**config.mk**
```make
export PLATFORM = sky130hd
export DESIGN_NAME = io_pad_bank_arbiter_flat
export DESIGN_NICKNAME = d
export VERILOG_FILES = /design/src/rtl/io_pad_bank_if.sv /design/src/rtl/io_pad_bank_arbiter.sv /design/src/flat_wrapper.sv
export SDC_FILE = /design/constraint.sdc
export NUM_CORES = 1
export LEC_CHECK = 0
export ABC_CLOCK_PERIOD_IN_PS = 2100
export CAP_MARGIN = 30
export CORE_ASPECT_RATIO = 0.7
export CORE_MARGIN = 3
export CORE_UTILIZATION = 38
export DETAILED_ROUTE_END_ITERATION = 12
export GPL_TIMING_DRIVEN = 0
export PLACE_DENSITY = 0.8
export SLEW_MARGIN = 20
export SYNTH_ARGS = -nofsm -noshare
export SYNTH_HDL_FRONTEND = slang
export SYNTH_SLANG_ARGS = --single-unit
export TNS_END_PERCENT = 50
```
**constraint.sdc**
```tcl
create_clock -name clk -period 2.1 [get_ports clk]
set_input_delay 0.42 -clock clk [delete_from_list [all_inputs] [get_ports clk]]
set_output_delay 0.42 -clock clk [all_outputs]
set_load 0.05 [all_outputs]
```
**src/rtl/io_pad_bank_if.sv**
```systemverilog
// Signal bundle between a shared pad bank arbiter, its two requesters and the pad cells.
// The slave modport is the arbiter's view. The master modport is the requester/pad side.
`timescale 1ns/1ps
interface io_pad_bank_if #(
   parameter int WIDTH = 8
);
   logic [1:0]       req;
   logic [1:0]       gnt;
   logic [WIDTH-1:0] d_out0;
   logic [WIDTH-1:0] oe0;
   logic [WIDTH-1:0] d_out1;
   logic [WIDTH-1:0] oe1;
   logic [WIDTH-1:0] c2p;
   logic [WIDTH-1:0] c2p_en;
   logic [WIDTH-1:0] p2c;
   logic [WIDTH-1:0] p2c_sync;
   logic             busy;

   modport slave (
      input  req, d_out0, oe0, d_out1, oe1, p2c,
      output gnt, c2p, c2p_en, p2c_sync, busy
   );

   modport master (
      output req, d_out0, oe0, d_out1, oe1, p2c,
      input  gnt, c2p, c2p_en, p2c_sync, busy
   );
endinterface

```
**src/rtl/io_pad_bank_arbiter.sv**
```systemverilog
// Round-robin owner arbitration for one shared pad bank. It inserts a tristate turnaround
// on every release and provides a two-flop synchroniser on the pad input path.
//
//  state  | meaning
//  -------+------------------------------------------------------------
//  IDLE   | no owner, pads tristated, arbitrate req using last owner
//  GRANT0 | core function (requester 0) owns the pads
//  GRANT1 | debug/test (requester 1) owns the pads
//  TURN   | turnaround after a release, all enables low for TURN_CYCLES
`timescale 1ns/1ps
module io_pad_bank_arbiter #(
   parameter int WIDTH       = 8,
   parameter int TURN_CYCLES = 2    // legal range 1..15
) (
   input  logic           clk,
   input  logic           rst_n,
   io_pad_bank_if.slave   bus
);

   typedef enum logic [1:0] {
      IDLE   = 2'd0,
      GRANT0 = 2'd1,
      GRANT1 = 2'd2,
      TURN   = 2'd3
   } state_t;

   localparam logic [3:0] TURN_LOAD = 4'(TURN_CYCLES - 1);

   state_t           state;
   logic [1:0]       gnt_q;
   logic             last;
   logic [3:0]       turn_cnt;
   logic [WIDTH-1:0] sync_meta;
   logic [WIDTH-1:0] sync_out;

   always_ff @(posedge clk or negedge rst_n) begin
      if (!rst_n) begin
         state    <= IDLE;
         gnt_q    <= 2'b00;
         last     <= 1'b1;
         turn_cnt <= 4'd0;
      end else begin
         case (state)
            IDLE: begin
               // on a tie, the requester that did not own the bank last wins
               if (bus.req[0] && (!bus.req[1] || last)) begin
                  state <= GRANT0;
                  gnt_q <= 2'b01;
                  last  <= 1'b0;
               end else if (bus.req[1]) begin
                  state <= GRANT1;
                  gnt_q <= 2'b10;
                  last  <= 1'b1;
               end
            end
            GRANT0: begin
               if (!bus.req[0]) begin
                  state    <= TURN;
                  gnt_q    <= 2'b00;
                  turn_cnt <= TURN_LOAD;
               end
            end
            GRANT1: begin
               if (!bus.req[1]) begin
                  state    <= TURN;
                  gnt_q    <= 2'b00;
                  turn_cnt <= TURN_LOAD;
               end
            end
            TURN: begin
               if (turn_cnt != 4'd0) begin
                  turn_cnt <= turn_cnt - 4'd1;
               end else begin
                  state <= IDLE;
               end
            end
            default: begin
               state <= IDLE;
               gnt_q <= 2'b00;
            end
         endcase
      end
   end

   always_ff @(posedge clk or negedge rst_n) begin
      if (!rst_n) begin
         sync_meta <= '0;
         sync_out  <= '0;
      end else begin
         sync_meta <= bus.p2c;
         sync_out  <= sync_meta;
      end
   end

   // Decoded from state alone, so an async reset drops the pad enables at once
   always_comb begin
      bus.c2p    = '0;
      bus.c2p_en = '0;
      case (state)
         GRANT0: begin
            bus.c2p    = bus.d_out0;
            bus.c2p_en = bus.oe0;
         end
         GRANT1: begin
            bus.c2p    = bus.d_out1;
            bus.c2p_en = bus.oe1;
         end
         default: begin
            bus.c2p    = '0;
            bus.c2p_en = '0;
         end
      endcase
   end

   assign bus.gnt      = gnt_q;
   assign bus.busy     = (state != IDLE);
   assign bus.p2c_sync = sync_out;

endmodule

```
**src/flat_wrapper.sv**
```systemverilog
// flat-port wrapper written by rule: the top's interface ports become plain ports
module io_pad_bank_arbiter_flat 
#(
   parameter int WIDTH       = 8,
   parameter int TURN_CYCLES = 2                        
)
  (clk, rst_n, bus_req, bus_d_out0, bus_oe0, bus_d_out1, bus_oe1, bus_p2c, bus_gnt, bus_c2p, bus_c2p_en, bus_p2c_sync, bus_busy);
  io_pad_bank_if #(.WIDTH(WIDTH)) bus_i ();
  input  logic clk;
  input  logic rst_n;
  input wire logic [$bits(bus_i.req)-1:0] bus_req;
  input wire logic [$bits(bus_i.d_out0)-1:0] bus_d_out0;
  input wire logic [$bits(bus_i.oe0)-1:0] bus_oe0;
  input wire logic [$bits(bus_i.d_out1)-1:0] bus_d_out1;
  input wire logic [$bits(bus_i.oe1)-1:0] bus_oe1;
  input wire logic [$bits(bus_i.p2c)-1:0] bus_p2c;
  output wire logic [$bits(bus_i.gnt)-1:0] bus_gnt;
  output wire logic [$bits(bus_i.c2p)-1:0] bus_c2p;
  output wire logic [$bits(bus_i.c2p_en)-1:0] bus_c2p_en;
  output wire logic [$bits(bus_i.p2c_sync)-1:0] bus_p2c_sync;
  output wire logic [$bits(bus_i.busy)-1:0] bus_busy;
  assign bus_i.req = bus_req;
  assign bus_i.d_out0 = bus_d_out0;
  assign bus_i.oe0 = bus_oe0;
  assign bus_i.d_out1 = bus_d_out1;
  assign bus_i.oe1 = bus_oe1;
  assign bus_i.p2c = bus_p2c;
  assign bus_gnt = bus_i.gnt;
  assign bus_c2p = bus_i.c2p;
  assign bus_c2p_en = bus_i.c2p_en;
  assign bus_p2c_sync = bus_i.p2c_sync;
  assign bus_busy = bus_i.busy;
  io_pad_bank_arbiter #(.WIDTH(WIDTH), .TURN_CYCLES(TURN_CYCLES)) u_core (.clk(clk), .rst_n(rst_n), .bus(bus_i));
endmodule
```
After elaboration in Yosys (flattened, before gate mapping). Cells that the tools add are included.

Register bits: 25. Bits of input ports: 44. Output and inout bits: 27. Memories kept: 0. Logic and storage cells: 45. ROM bits: 0. Bits in writable memories: 0. Latch bits: 0.

Add/subtract/negate cells: 1. Bitwise logic cells: 0. Div/mod/pow operators: 0. Shift-type cells: 0. Multiply operators: 0. Equal/unequal tests: 8. Reduce and logical (&&, ||, !) cells: 13. Muxes and demuxes: 17. Order comparisons: 0.

Operators by type and width (number): 8-bit one-hot mux with 2 select lines (2); 2-bit two-way mux (7); 4-bit two-way mux (3); 4-bit one-hot mux with 3 select lines (1); 4-bit AND reduction (3); 2-bit one-hot mux with 4 select lines (1); 2-bit != test (second input constant) (3); 2-bit one-hot mux with 3 select lines (1); 3-bit nonzero test (2); 2-bit == test (second input constant) (2); 2-bit nonzero test (2); 4-bit nonzero test (1); 4-bit by 1-bit subtractor with 4-bit output (second input constant) (1); 3-bit by 2-bit != test with 1-bit output (second input constant) (1); 2-bit by 1-bit == test with 1-bit output (second input constant) (1); 2-bit zero test (1); 1-bit two-way mux (2); 2-bit by 1-bit != test with 1-bit output (second input constant) (1); 2-bit AND reduction (1); 1-bit logical AND (1); 1-bit zero test (1); 1-bit logical OR (1).

Logic depth before layout (Yosys ltp).
Word-level depth: 5. Gate-level depth with buffers: 6. Mapped depth without buffers: 5.

Worst setup path before layout. Ideal clock, no wire load.

Path kind: reg-to-output. Start point: register u_core.state[0]. End point: output port bus_c2p[2]. Arrival time: 1906 ps. Required time: 1680 ps. Setup slack: -226 ps. Path buffers: 2. Cell stages (with the launch flop): 7. Cell sequence: dfrtp_1 -> inv_1 -> ha_1 -> buf_2 -> buf_1 -> a22oi_1 -> nor2b_1.

Word-level cells in the longest chain between the ends: 2. Elaborated cells between the ends (all ways): 3. Classes of those cells: eq/ne (2); mux (1).

RTL lines: start: declaration (RTL line io_pad_bank_arbiter.sv:29) `state_t state;`; start signal: assignment (RTL line io_pad_bank_arbiter.sv:38) `state <= IDLE;`; start signal: assignment (RTL line io_pad_bank_arbiter.sv:47) `state <= GRANT0;`; start signal: assignment (RTL line io_pad_bank_arbiter.sv:51) `state <= GRANT1;`; 2-bit == test / 2-bit by 1-bit == test with 1-bit output (equally long branches) (RTL line io_pad_bank_arbiter.sv:99) `case (state)`; 8-bit one-hot mux with 2 select lines * (RTL line io_pad_bank_arbiter.sv:99); end: declaration (RTL line flat_wrapper.sv:18) `output wire logic [$bits(bus_i.c2p)-1:0] bus_c2p;`.

Every way passes the cells marked *; elsewhere a longest branch is shown, timed or not.

Worst setup path after layout.
Start point: register u_core.state[0]. End point: output port bus_c2p_en[0].

Word-level cells in the longest chain between the ends: 2. Elaborated cells between the ends (all ways): 3. Classes of those cells: eq/ne (2); mux (1).

RTL lines: 2-bit == test / 2-bit by 1-bit == test with 1-bit output (equally long branches) (RTL line io_pad_bank_arbiter.sv:99); 8-bit one-hot mux with 2 select lines * (RTL line io_pad_bank_arbiter.sv:99); end: declaration (RTL line flat_wrapper.sv:19) `output wire logic [$bits(bus_i.c2p_en)-1:0] bus_c2p_en;`.

Marked as above.

==> summary.txt <==
Outcome: complete, but fails checks
Failing checks: negative setup slack
Switching part of the total power: 46.7%
Most frequent cells in the layout: clkdlybuf4s50_1 (52), dfrtp_1 (23), buf_6 (16)
Commonest non-fill, non-tap cell in the layout: clkdlybuf4s50_1
CTS Buf Count: 3
Critical path class: flip-flop to output pin
Largest net degree at the start of global routing: 19
I/O pins: 71
Routed wire per std cell: 20.4 um
Max VDD drop: 1.08 mV
Cell count after placement: 216
Met2 Resource Use GR: 37.2%
Final setup TNS: -0.162 ns
Total grt overflow: 0
Layout area overhead: 90.0%
#FFs+latches synth: 25
CTS tree: built
Residual DRC: 0
CTS H-tree depth: 1
Clk root buf: clkbuf_8
P_int: 2.07 mW
Layout cells sized above 1: 37.4%
Final Slew Violations: 0
Number of port buffers: 69
Met3 usage: 4.48%
Slowest stage delay, CP: 0.45 ns
Synth Flop Type: dfrtp_1
Min-delay worst type: flip-flop to flip-flop
Finish-stage setup viols: 7
Final min period: 2.14 ns
Vias in the first global route: 1218
CTS Hold Bufs: 0
Clk sinks: 25
Antenna viol nets, final: 0
Final WS setup: -0.0403 ns
Switching power: 1.82 mW
Clock transition at path regs: 0.09 ns
Final Net Count: 247
Post-synth ARST share: 100%
Global Route Usage Sum: 20.2%
CTS Buffer Depth: 2
Die Y: 53.7 um
Setup Skew: 0.00126 ns
Die Area: 0.00398 mm^2
F_max: 467 MHz
Drt first pass iters: 4
Synth Area in Simple Gates: 14.2%
Slew at the pin closest to its max-slew limit: 0.535 ns
Number of antenna diodes: 0
Power share of the combinational group: 75.4%
Post-synthesis mux area share: 4.35%
Register share of total power: 17.2%
Clock Latency Late Sink: 0.27 ns
Tot Pwr: 3.89 mW
Drt total wl: 4700 um
Pre-CTS WS: -0.747 ns
Die X: 74.2 um
Crit path required time: 1.68 ns
Initial core utilization: 42.0%
Clk pwr share: 7.4%
Initial drt markers: 51
Syn avg cell area: 11.2 um^2
CP Launch Type: flip-flop
RSZ-0062 raised after global routing: true
WP data arrival: 1.72 ns
Crit path top cell by count: buf_8
Grt met1 use: 23.9%
Min Hold Slack: 0.357 ns
Unique cell type count in the Yosys netlist: 28
Vias: 1221
Cells after Synth: 110
Xor/xnor share of the synthesized area: 0%
Final Instance Count excl. Fillers: 231
Final critical-path share of the clock period: 102%
Register area share after synthesis: 50.7%
Synth Net Count: 161
Std-Cell Rows: 16
Dpl hpwl: 2840 um
CP bufs+invs: 4
Max transition margin: 64.2%
Critical-path cell list: inv_2 > ha_4 > buf_8 > buf_8 > a22oi_2 > nor2b_2 > buf_6
Placer congestion estimate: 0.727
Post-Synth Adder-Cell Area: 7.09%
Mapped cell area: 0.00124 mm^2
Fin. Hold Viols: 0
Cell Pwr Density: 1650 mW/mm^2
Crit-path leading delay family: buffers and inverters
First-pass GRT wire length: 5980 um
GRT Max-Usage Layer: met2
Worst-path fanout max: 10
Leak: 0.971 nW
Initial antenna violation count: 0
Crit-path slowest cell: dfrtp_1
Max-Cap Viols: 0
Synth Area in Compound Gates: 18.6%
Crit. End Element: output pin
Largest family of logic cells by synthesized area: compound AO/OA/AOI/OAI gates
EDFF count, synth: 0
Core area: 0.00294 mm^2
Synth warnings: 0
Vias/cell: 5.29
[cells in the mapped netlist, types with 2 or more instances]
cell type / count / area [um^2]
dfrtp_1: 24 / 601
nor2b_1: 18 / 113
a22oi_1: 16 / 120
ha_1: 7 / 87.6
inv_1: 6 / 22.5
clkbuf_1: 4 / 15.0
o21ai_0: 4 / 20.0
a21oi_1: 3 / 15.0
a31oi_1: 3 / 18.8
mux2_2: 3 / 33.8
buf_2: 2 / 10.0
mux2i_1: 2 / 20.0
nand2b_1: 2 / 12.5
nor2_1: 2 / 7.51
[final timing paths]
check | startpoint | to | slack [ns] | cells past startpoint
max | u_core.state[0]$_DFFE_PN0P_ | bus_c2p_en[0] | -0.04 | 7
min | u_core.sync_meta[2]$_DFF_PN0_ | u_core.bus.p2c_sync[2]$_DFF_PN0_ | 0.36 | 0
max reg2reg | u_core.state[0]$_DFFE_PN0P_ | u_core.turn_cnt[0]$_DFFE_PN0P_ | 0.02 | 6
min reg2reg | u_core.sync_meta[2]$_DFF_PN0_ | u_core.bus.p2c_sync[2]$_DFF_PN0_ | 0.36 | 0
max in group asynchronous | rst_n | u_core.last$_DFFE_PN1P_ | 1.11 | 2
min in group asynchronous | rst_n | u_core.bus.p2c_sync[3]$_DFF_PN0_ | 0.45 | 1
[cell families after synthesis]
group,Yosys count
AOI/OAI and AO/OA,32
adders and majority gates,7
buffers and inverters,14
DFF,25
muxes,5
and+or+nand+nor,27
[metrics by stage]
step	cell area [um^2]	utilization, %
2_1_floorplan	1260	-
3_3_place_gp	1990	67.7
3_5_place_dp	2010	68.2
4_1_cts	2130	72.5
5_1_grt	2350	79.8
6_report	2350	79.8
[timing repair]
action,CTS,global route
cloned,0,2
buffers inserted,4,7
resized for setup,123,28
setup endpoints to repair,17,18
pin swaps,0,2
[registers in the layout, indices dropped and copies added (netlist names)]
| name | cells |
|---|---|
| u_core.bus.gnt | 2 |
| u_core.bus.p2c_sync | 8 |
| u_core.last | 1 |
| u_core.state | 2 |
| u_core.sync_meta | 8 |
| u_core.turn_cnt | 4 |
[routing by layer]
| metal | part of all wire, % | vias to the layer above |
|---|---|---|
| met5 | 0 | - |
| met4 | 0.38 | 0 |
| met3 | 1.8 | 2 |
| met2 | 55 | 23 |
| met1 | 43 | 632 |
| li1 | - | 564 |
[power by group through the flow]
stage | clock [mW] | combinational (mW) | sequential [mW]
floorplan | 0 | 1.46 | 0.716
global placement | 0 | 2.11 | 0.644
detailed placement | 0 | 2.18 | 0.656
CTS | 0.287 | 2.40 | 0.646
global route | 0.310 | 3.06 | 0.681
finish | 0.288 | 2.93 | 0.669
[cell type report]
| cell class | count | area (um^2) |
|---|---|---|
| plain buffers | 6 | 82.6 |
| clock buffers | 3 | 41.3 |
| clock inverters | 1 | 7.51 |
| fillers | 164 | 594 |
| inverters | 6 | 25.0 |
| multi-input cells | 71 | 671 |
| flip-flops and latches | 25 | 628 |
| well taps | 36 | 45.0 |
| repair buffers | 83 | 848 |
Power figures use the tool's default switching activity.
